**src/rtl/vga_timing_gen.sv**
```systemverilog
// Parametrised VGA raster timing generator: sync, display enable, pixel/block coordinates, line/frame strobes.
// Optional 16-bit frame counter output when VGA_TIMING_FRAME_CNT_EN is defined.
module vga_timing_gen #(
  parameter int H_ACTIVE = 800,
  parameter int H_FRONT  = 40,
  parameter int H_SYNC   = 128,
  parameter int H_BACK   = 88,
  parameter int V_ACTIVE = 600,
  parameter int V_FRONT  = 1,
  parameter int V_SYNC   = 4,
  parameter int V_BACK   = 23,
  parameter bit H_POL    = 1'b1,
  parameter bit V_POL    = 1'b1,
  parameter int DIV_X    = 4,
  parameter int DIV_Y    = 4,
  parameter int HW       = 11,
  parameter int VW       = 10
) (
  input  logic          i_clk,
  input  logic          i_rst_n,
  input  logic          i_en,
  output logic          o_hsync,
  output logic          o_vsync,
  output logic          o_de,
  output logic [HW-1:0] o_x,
  output logic [VW-1:0] o_y,
  output logic [HW-1:0] o_bx,
  output logic [VW-1:0] o_by,
  output logic          o_blk_new,
  output logic          o_line_start,
  output logic          o_frame_start
`ifdef VGA_TIMING_FRAME_CNT_EN
  ,
  output logic [15:0]   o_frame_cnt
`endif
);

  // state    | meaning
  // PH_SYNC  | sync pulse asserted
  // PH_BACK  | back porch (skipped when zero length)
  // PH_ACT   | visible pixels / lines
  // PH_FRONT | front porch (skipped when zero length)
  localparam logic [1:0] PH_SYNC  = 2'd0;
  localparam logic [1:0] PH_BACK  = 2'd1;
  localparam logic [1:0] PH_ACT   = 2'd2;
  localparam logic [1:0] PH_FRONT = 2'd3;

  localparam int H_TOTAL = H_SYNC + H_BACK + H_ACTIVE + H_FRONT;
  localparam int V_TOTAL = V_SYNC + V_BACK + V_ACTIVE + V_FRONT;

  logic [1:0]    h_phase, v_phase, h_nxt, v_nxt;
  logic          h_end, v_end, h_wrap, h_act, v_act;
  logic [HW-1:0] h_cnt, h_sub, bx_cnt;
  logic [VW-1:0] v_cnt, v_sub, by_cnt;
  logic [3:0]    bx_sub, by_sub;

  assign h_wrap = (h_cnt == HW'(H_TOTAL - 1));
  assign h_act  = (h_phase == PH_ACT);
  assign v_act  = (v_phase == PH_ACT);

  always_comb begin
    h_end = 1'b0;
    h_nxt = h_phase;
    case (h_phase)
      PH_SYNC: begin
        h_end = (h_sub == HW'(H_SYNC - 1));
        h_nxt = (H_BACK > 0) ? PH_BACK : PH_ACT;
      end
      PH_BACK: begin
        h_end = (h_sub == HW'(H_BACK - 1));
        h_nxt = PH_ACT;
      end
      PH_ACT: begin
        h_end = (h_sub == HW'(H_ACTIVE - 1));
        h_nxt = (H_FRONT > 0) ? PH_FRONT : PH_SYNC;
      end
      default: begin
        h_end = (h_sub == HW'(H_FRONT - 1));
        h_nxt = PH_SYNC;
      end
    endcase
  end

  always_comb begin
    v_end = 1'b0;
    v_nxt = v_phase;
    case (v_phase)
      PH_SYNC: begin
        v_end = (v_sub == VW'(V_SYNC - 1));
        v_nxt = (V_BACK > 0) ? PH_BACK : PH_ACT;
      end
      PH_BACK: begin
        v_end = (v_sub == VW'(V_BACK - 1));
        v_nxt = PH_ACT;
      end
      PH_ACT: begin
        v_end = (v_sub == VW'(V_ACTIVE - 1));
        v_nxt = (V_FRONT > 0) ? PH_FRONT : PH_SYNC;
      end
      default: begin
        v_end = (v_sub == VW'(V_FRONT - 1));
        v_nxt = PH_SYNC;
      end
    endcase
  end

  always_ff @(posedge i_clk) begin
    if (!i_rst_n) begin
      h_cnt   <= '0;
      h_sub   <= '0;
      h_phase <= PH_SYNC;
      bx_sub  <= '0;
      bx_cnt  <= '0;
      v_cnt   <= '0;
      v_sub   <= '0;
      v_phase <= PH_SYNC;
      by_sub  <= '0;
      by_cnt  <= '0;
    end else if (i_en) begin
      h_cnt <= h_wrap ? '0 : h_cnt + 1'b1;
      if (h_end) begin
        h_phase <= h_nxt;
        h_sub   <= '0;
      end else begin
        h_sub <= h_sub + 1'b1;
      end
      // block sub-counters sit at zero outside active so each active span starts a fresh block
      if (h_act) begin
        if (bx_sub == 4'(DIV_X - 1)) begin
          bx_sub <= '0;
          bx_cnt <= bx_cnt + 1'b1;
        end else begin
          bx_sub <= bx_sub + 1'b1;
        end
      end else begin
        bx_sub <= '0;
        bx_cnt <= '0;
      end
      if (h_wrap) begin
        v_cnt <= (v_cnt == VW'(V_TOTAL - 1)) ? '0 : v_cnt + 1'b1;
        if (v_end) begin
          v_phase <= v_nxt;
          v_sub   <= '0;
        end else begin
          v_sub <= v_sub + 1'b1;
        end
        if (v_act) begin
          if (by_sub == 4'(DIV_Y - 1)) begin
            by_sub <= '0;
            by_cnt <= by_cnt + 1'b1;
          end else begin
            by_sub <= by_sub + 1'b1;
          end
        end else begin
          by_sub <= '0;
          by_cnt <= '0;
        end
      end
    end
  end

  always_ff @(posedge i_clk) begin
    if (!i_rst_n) begin
      o_hsync       <= ~H_POL;
      o_vsync       <= ~V_POL;
      o_de          <= 1'b0;
      o_x           <= '0;
      o_y           <= '0;
      o_bx          <= '0;
      o_by          <= '0;
      o_blk_new     <= 1'b0;
      o_line_start  <= 1'b0;
      o_frame_start <= 1'b0;
    end else if (i_en) begin
      o_hsync       <= (h_phase == PH_SYNC) ? H_POL : ~H_POL;
      o_vsync       <= (v_phase == PH_SYNC) ? V_POL : ~V_POL;
      o_de          <= h_act && v_act;
      o_x           <= h_act ? h_sub : '0;
      o_bx          <= h_act ? bx_cnt : '0;
      o_y           <= v_act ? v_sub : '0;
      o_by          <= v_act ? by_cnt : '0;
      o_blk_new     <= h_act && v_act && (bx_sub == '0);
      o_line_start  <= (h_cnt == '0);
      o_frame_start <= (h_cnt == '0) && (v_cnt == '0);
    end else begin
      o_blk_new     <= 1'b0;
      o_line_start  <= 1'b0;
      o_frame_start <= 1'b0;
    end
  end

`ifdef VGA_TIMING_FRAME_CNT_EN
  logic seen_first;

  // the frame start right after reset is frame zero, so only later starts count
  always_ff @(posedge i_clk) begin
    if (!i_rst_n) begin
      o_frame_cnt <= '0;
      seen_first  <= 1'b0;
    end else if (i_en && (h_cnt == '0) && (v_cnt == '0)) begin
      if (seen_first) o_frame_cnt <= o_frame_cnt + 1'b1;
      seen_first <= 1'b1;
    end
  end
`endif

endmodule

```
**config.mk**
```make
export PLATFORM = sky130hd
export DESIGN_NAME = vga_timing_gen
export DESIGN_NICKNAME = d
export VERILOG_FILES = /design/src/rtl/vga_timing_gen.sv
export SDC_FILE = /design/constraint.sdc
export NUM_CORES = 1
export LEC_CHECK = 0
export ABC_AREA = 1
export BUFFER_PORTS_ARGS = -buffer_cell sky130_fd_sc_hd__buf_2
export CORE_MARGIN = 2
export CORE_UTILIZATION = 51
export CTS_CLUSTER_DIAMETER = 30
export DETAILED_ROUTE_END_ITERATION = 10
export PLACE_DENSITY_LB_ADDON = 0.2
export SLEW_MARGIN = 20
export SYNTH_ARGS = -nofsm -noshare
export SYNTH_HDL_FRONTEND = slang
export SYNTH_SLANG_ARGS = --single-unit
```
**constraint.sdc**
```tcl
create_clock -name i_clk -period 2.2 [get_ports i_clk]
set_clock_uncertainty 0.05 [all_clocks]
set_input_delay 0.44 -clock i_clk [delete_from_list [all_inputs] [get_ports i_clk]]
set_output_delay 0.44 -clock i_clk [all_outputs]
set_load 0.01 [all_outputs]
```
# Yosys cells after proc, flatten, opt, wreduce, memory -nomap -nowiden
# Index checks and enable logic that the tools add are counted.
# word_totals
regBits	123
latch_bits	0
ramBits	0
mem_bits_ro	0
in_bits	3
output_inout_bits	48
elab_cells	82
n_memories	0
# op_classes
n_addsub	8
multipliers	0
n_div	0
magnitude_cmp	0
n_eq_ne	17
n_shift	0
mux	22
bitwise	0
reduce_logical	15
# op_table
operator	count
$mux W11	6
$mux W10	6
$add A11 B1 Y11 const B	3
$add A10 B1 Y10 const B	3
$eq A11 B7 Y1 const B	2
$eq A10 B10 Y1 const B	2
$logic_not A10 Y1	2
$mux W4	4
$pmux W2 S3	2
$eq A11 B10 Y1 const B	1
$eq A11 B11 Y1 const B	1
$eq A11 B6 Y1 const B	1
$logic_not A11 Y1	1
$eq A10 B2 Y1 const B	1
$eq A10 B5 Y1 const B	1
$add A4 B1 Y4 const B	2
$eq A4 B2 Y1 const B	2
$reduce_and A2 Y1	4
$pmux W1 S3	2
$reduce_and A3 Y1	2
$eq A2 B1 Y1 const B	2
$eq A2 B2 Y1 const B	2
$logic_not A2 Y1	2
$logic_not A4 Y1	1
3 further kinds	7

# Logic depth before layout (Yosys ltp)
# Gate-level depths: netlist of run 1.
# logic_depth
word_depth	3
depth_mapped	11
depth_no_buf	11

# Worst setup path before layout of run 1
# Ideal clock, no wire load.
# synth_timing
path_type	register -> register
startpoint	register h_phase[0]
endpoint	register h_sub[0]
setup_ns	0.120
t_arrival_ns	1.614
required_ns	2.030
setup_slack_ns	0.416
path_stages_with_launch	10
cell_sequence	dfxtp_1 > inv_1 > ha_1 > ha_1 > nor2_1 > nand4_1 > nor2_1 > nand3_1 > nand2_1 > nor2_1
# synth_via
elab_chain_cells	3
elab_cells_between_ends	5
# synth_lines
element	line_no	source
start: declaration	51	logic [1:0] h_phase, v_phase, h_nxt, v_nxt;
start signal: assignment	122	h_phase <= h_nxt;
$eq A2 B2 Y1, or another cell as far along	64	case (h_phase)
$pmux W1 S3 *	64	
$mux W11 *	121	if (h_end) begin
end signal: assignment	125	h_sub <= h_sub + 1'b1;
end: declaration	53	logic [HW-1:0] h_cnt, h_sub, bx_cnt;
# Every way passes the cells marked *; elsewhere a longest branch is shown, timed or not.
# A chain may end at the register's enable or synchronous reset.

# Final worst setup path of run 1
# layout_timing
startpoint	register v_phase[0]
endpoint	register v_phase[0]
# layout_via
elab_chain_cells	3
elab_cells_between_ends	6
# layout_lines
element	line_no	source
start: declaration	51	
start signal: assignment	142	v_phase <= v_nxt;
$eq A2 B2 Y1, or another cell as far along	87	case (v_phase)
$pmux W1 S3	87	
$reduce_and A3 Y1 (no line)	n/a	
# Parallel ways exist; a longest one is shown, timed or not.

==> results of run 1 <==
-- worst max-delay path, delay by kind of cell, from the launching register on --
kind | cells | cell delay [ps]
buffers and inverters | 1 | 90
AND/OR/NAND/NOR | 6 | 770
AO/OA/AOI/OAI | 1 | 110
adder cells (fa/ha/maj) | 2 | 530
flip-flops | 1 | 370
-- area by class of cell --
cell class,count,area (um^2)
multi-input combinational,557,2880
tap,143,179
fill,1010,4480
clock buffer,19,443
sequential,123,2460
inverter,102,384
timing repair buffer,62,340
clock inverter,13,103
-- metrics by stage --
step	total power, uW	cell area (um^2)	cells
finish	4960	6800	1019
detailed placement	2440	6250	987
floorplan	2390	5830	803
CTS	4990	6790	1019
global route	5130	6800	1019
global placement	2440	6250	987
-- how the worst min path moves through the flow --
stage          slack, ps                   start                endpoint  cells after the start
6_report             360                 i_rst_n   v_cnt[0]$_SDFFE_PN0P_                      3
5_1_grt              350                 i_rst_n   v_sub[6]$_SDFFE_PN0P_                      3
4_1_cts              340                 i_rst_n   v_cnt[0]$_SDFFE_PN0P_                      3
3_5_place_dp         400    o_bx[9]$_SDFFE_PN0P_    o_bx[9]$_SDFFE_PN0P_                      2
3_3_place_gp         400    o_bx[9]$_SDFFE_PN0P_    o_bx[9]$_SDFFE_PN0P_                      2
2_1_floorplan        400  bx_cnt[2]$_SDFFE_PN0P_  bx_cnt[2]$_SDFFE_PN0P_                      2
-- repair_timing --
item / 4_1_cts / 5_1_grt
hold endpoints to repair: 0 / 0
endpoints found under the setup margin: 0 / 9
gates resized for setup: 0 / 2
-- state kept, by name (all words and copies together) (netlist names) --
register and count:
bx_cnt 11, bx_sub 4, by_cnt 10, by_sub 4, h_cnt 11, h_phase 2, h_sub 11, o_blk_new 1
o_bx 11, o_by 10, o_de 1, o_frame_start 1, o_hsync 1, o_line_start 1, o_vsync 1, o_x 11
o_y 10, v_cnt 10, v_phase 2, v_sub 10
-- power breakdown --
part / total (uW) / internal, uW / switching, uW
Sequential: 2260 / 2240 / 13.6
Combinational: 137 / 35.9 / 101
Clock: 2560 / 1560 / 1000
-- layer usage --
metal  share of wire (%)  up-vias
li1                    -     2754
met1                  46     2520
met2                  45      178
met3                 6.8       25
met4                 1.9        0
met5                   0        -
-- cell usage after synthesis, types with 3 or more instances --
cell        n  area share (%)
nand2_1   162              10
dfxtp_1   123              42
inv_1      95             6.1
nand3_1    85             7.3
nor2_1     84             5.4
o21ai_0    57             4.9
a21oi_1    44             3.8
nand4_1    30             3.2
ha_1       24             5.2
nor3_1     21             1.8
xor2_1     19             2.9
buf_2       8            0.69
clkbuf_1    7            0.45
inv_2       6            0.39
buf_1       4            0.26
nor2_4      4            0.77
a211oi_1    3            0.39
nor3b_1     3            0.39
-- cells by family after synthesis --
| group | Yosys count |
|---|---|
| adders and majority gates | 24 |
| xor gates and xnor gates | 21 |
| AOI/OAI and AO/OA | 112 |
| buffers and inverters | 123 |
| and+or+nand+nor | 400 |
| DFF | 123 |
==> reports/results.ini, run 1 <==
[status]
status = finished clean

[global_route]
met1_usage_pct = 32.3
grt_busiest_layer = met2
grt_pass1_vias = 5084
grt.total_usage_pct = 24.5
overflow = 0
antenna_found_initial = 0
use_met2_pct = 38.5
grt_first_pass_wirelength_um = 24500
grt_use_met3_pct = 5.80
grt_max_degree = 38

[cells_and_area]
n_antenna_cell = 0
drive_gt1_share_pct = 13.0
layout.nets = 890
mostFrequentLayoutCell = nand2_1
final_cell_mix = nand2_1 (161), dfxtp_1 (122), inv_1 (95)
syn_to_final_growth_pct = 16.6
final_util_pct = 60.3

[synth]
synth_mux_area_share_pct = 0
syn_area_um2 = 5830
synth_simple_gate_area_share_pct = 30.9
synthXorXnorAreaFrac_pct = 3.16
synth-main-ff-cell = dfxtp_1
synth-edff-count = 0
ys_seq_area_share_pct = 42.2
yosysUniqueCellTypes = 36
synth_nets = 830
syn_inst = 803
synthAdderAreaFrac_pct = 5.15
synth_top_family_by_area = simple AND/OR/NAND/NOR gates
synth_compound_area_share_pct = 10.3
synth-async-reset-ratio_pct = 0
yosysWarnings = 0
ys_seq_elements = 123
synth_area_per_cell_um2 = 7.26

[routing]
ant_nets = 0
detail_route.wl_per_cell_um = 14.1
drt_iter0_drc = 479
totalWireLength_um = 14400
via_count = 5477
drc = 0
drt-vias-per-instance = 5.37
first_pass_iters = 5

[run]
max_cap_violations = 0

[setup_path]
endpoint_kind = register
reg2regPathDepth = 10
cp_cell_sequence = inv_1 -> ha_1 -> ha_1 -> nor2_1 -> and2_0 -> nand3_1 -> nand2_1 -> nand2_1 -> nand2_1 -> o21ai_0
crit_type = register to register
crit_required_ps = 2450
rr_endpoint = v_phase[0]$_SDFFE_PN0P_
crit_fanout = 5
cp-startpoint = v_phase[0]$_SDFFE_PN0P_
crit_slowest_cell = dfxtp_1
cpMostUsedCell = nand2_1
cp-endpoint = v_phase[0]$_SDFFE_PN0P_
reg2reg_slack_ps = 160
reg2reg_from = v_phase[0]$_SDFFE_PN0P_
cpPeakStageDelay_ps = 370
arrival_ps = 2290
worstSetupStartpointType = register

[clock_network]
clk_pin_slew_worst_paths_ps = 60
htree_levels = 4
cts_setup_buffers = 0
clkLatencyLatePin_ps = 420
clockRootBuffer = clkbuf_16
cts-buffers-inserted = 17
cts_tree = yes
cts_sinks = 123
cts_hold_buf = 0
clockBufferDepth = 2

[die]
start_util_pct = 51.7
placeableCoreArea_um2 = 11300
die_area_um2 = 12300
dieHeight_um = 111
rows = 39
chipWidth_um = 111
ios = 51

[sta]
fin_crit_sh_pct = 92.6
finalMaxSlewViolations = 0
worst_slack_ps = 162
hold_ws_ps = 361
hold_viol = 0
totalNegativeSetupSlack_ps = 0
setup_viol = 0
rsz0062_at_grt = false
worst-slew-pin-transition_ps = 478
fmax_mhz = 491
fin_crit_ps = 2040
slew_headroom_pct = 68.0

[placement]
post-place-ws_ps = 172
place_hpwl_um = 10600
io_buffers = 50
gp_congestion = 0.957

[power_and_ir_drop]
leakage_uw = 0.00288
power.density_nw_per_um2 = 729
ir_drop_uv = 509

[min_path]
worstHoldPathType = primary input to register

No activity file was read; power rests on OpenSTA's default activity.
==> run 2: changes to the inputs <==
--- a/config.mk
+++ b/config.mk
@@ -6,9 +6,10 @@
 export NUM_CORES = 1
 export LEC_CHECK = 0
 export ABC_AREA = 1
+export ABC_CLOCK_PERIOD_IN_PS = 2200
 export BUFFER_PORTS_ARGS = -buffer_cell sky130_fd_sc_hd__buf_2
 export CORE_MARGIN = 2
-export CORE_UTILIZATION = 51
+export CORE_UTILIZATION = 45
 export CTS_CLUSTER_DIAMETER = 30
 export DETAILED_ROUTE_END_ITERATION = 10
 export PLACE_DENSITY_LB_ADDON = 0.2
==> run 2 against run 1 <==
- critical path depth unchanged
- register-to-register slack gained 30 ps
- flip-flop and latch count is the same
- first-iteration DRC count up 11%
- sequential power barely moved
- power grew 6.9%
- non-clock buffer count stayed put
- final area grew 1.7%
- worst hold slack got worse by 26 ps
- critical endpoint unchanged
- largest cell class unchanged
==> reports/results.ini, run 2 (same netlist as run 1, synthesis figures left out) <==
[routing]
drt-vias-per-instance = 5.26
drt_iter0_drc = 530
detail_route.wl_per_cell_um = 14.1
ant_nets = 0
first_pass_iters = 5
via_count = 5503
drc = 0
totalWireLength_um = 14800

[placement]
io_buffers = 50
gp_congestion = 0.930
place_hpwl_um = 10800
dpl_cell_area_um2 = 6280
post-place-ws_ps = 151

[sta]
fin_crit_sh_pct = 91.0
hold_viol = 0
rsz0062_at_grt = false
totalNegativeSetupSlack_ps = 0
worst-slew-pin-transition_ps = 607
setup_viol = 0
fmax_mhz = 499
slew_headroom_pct = 59.4
fin_crit_ps = 2000
worst_slack_ps = 197
finalMaxSlewViolations = 0

[global_route]
antenna_found_initial = 0
grt_first_pass_wirelength_um = 24700
grt_pass1_vias = 5042
overflow = 0
grt.total_usage_pct = 21.9
grt_max_degree = 33

[clock_network]
cts_resized = 0
cts_setup_buffers = 0
clockRootBuffer = clkbuf_16
cts_tree = yes
clk_pin_slew_worst_paths_ps = 50
clockBufferDepth = 2
cts_sinks = 123
cts_hold_buf = 0
htree_levels = 4
cts-buffers-inserted = 17
clkLatencyLatePin_ps = 420

[cells_and_area]
syn_to_final_growth_pct = 18.6
finish.instance_area_um2 = 6910
n_antenna_cell = 0
final_util_pct = 54.8
layout.nets = 890
mostFrequentLayoutCell = nand2_1
drive_gt1_share_pct = 12.9
final_cell_mix = nand2_1 (160), dfxtp_1 (123), inv_1 (95)

[setup_path]
cp_cell_sequence = inv_1 -> ha_1 -> ha_1 -> nor2_1 -> and2_0 -> nand3_1 -> nand2_1 -> nand2_1 -> nand2_2 -> o21ai_0
crit_required_ps = 2450
cpPeakStageDelay_ps = 360
crit_slowest_cell = dfxtp_1
endpoint_kind = register
rr_endpoint = v_phase[0]$_SDFFE_PN0P_
reg2reg_slack_ps = 200
reg2regPathDepth = 10
crit_fanout = 6
crit_type = register to register
crit_buf_inv = 1
worstSetupStartpointType = register
reg2reg_from = v_phase[0]$_SDFFE_PN0P_
arrival_ps = 2250
critPathTopFamily = simple AND/OR/NAND/NOR gates

[die]
chipWidth_um = 118
dieHeight_um = 118
start_util_pct = 46.2
placeableCoreArea_um2 = 12600
rows = 41
die_area_um2 = 13900
ios = 51

[min_path]
hold_path_end = h_cnt[0]$_SDFFE_PN0P_
hp-start = i_en
worstHoldPathType = primary input to register
holdPathStages = 3

[power_and_ir_drop]
ir_drop_uv = 642
power.density_nw_per_um2 = 767
leakage_uw = 0.00292

[status]
status = finished clean

[run]
max_cap_violations = 0

-- run 2: cell types whose count changed in the layout (fill, tap and decap cells not counted), sizes merged --
cell / before / now
clkinv: 11 / 5
clkinvlp: 2 / 0
bufinv: 1 / 3
clkbuf: 19 / 24
-- run 2: layer usage --
layer / share of wire [%] / vias to the layer above / GRT usage [%]
met4: 1.4 / 0 / 6.70
met3: 5.2 / 17 / 5.67
met2: 45 / 173 / 33.6
met5: 0 / - / 0
met1: 49 / 2557 / 30.2
li1: - / 2756 / -
-- run 2: worst max path at each step --
stage | start | end | slack (ps) | cells after the start
floorplan | h_phase[0]$_SDFFE_PN0P_ | h_sub[0]$_SDFFE_PN0P_ | 420 | 9
finish | v_phase[0]$_SDFFE_PN0P_ | v_phase[0]$_SDFFE_PN0P_ | 200 | 10
detailed placement | v_phase[0]$_SDFFE_PN0P_ | v_phase[0]$_SDFFE_PN0P_ | 150 | 10
CTS | h_phase[0]$_SDFFE_PN0P_ | h_sub[0]$_SDFFE_PN0P_ | 150 | 9
global placement | h_phase[0]$_SDFFE_PN0P_ | h_sub[5]$_SDFFE_PN0P_ | 230 | 9
global route | h_phase[0]$_SDFFE_PN0P_ | h_sub[8]$_SDFFE_PN0P_ | 10 | 9
-- run 2: cell type report --
cell class,instances,area (um^2)
Fill cell,1221,5710
Clock inverter,7,110
Inverter,102,384
Multi-Input combinational cell,557,2890
Sequential cell,123,2460
Timing Repair Buffer,62,340
Tap cell,172,215
Clock buffer,24,512
-- run 2: report_power, final --
group | total [uW] | switching (uW) | internal (uW)
Sequential | 2260 | 12.4 | 2240
Combinational | 141 | 102 | 38.9
Clock | 2900 | 956 | 1950
-- run 2: per-stage QoR --
| step | std cells | hold slack [ps] | total power (uW) |
|---|---|---|---|
| global placement | 1016 | 400 | 2440 |
| detailed placement | 1016 | 401 | 2440 |
| finish | 1047 | 335 | 5300 |
| global route | 1047 | 337 | 5470 |
| CTS | 1047 | 317 | 5320 |
| floorplan | 803 | 402 | 2390 |
-- run 2: tightest hold or removal path: stages --
cell	delay, ps
buf_2	170
nand2_1	80
a21oi_1	50
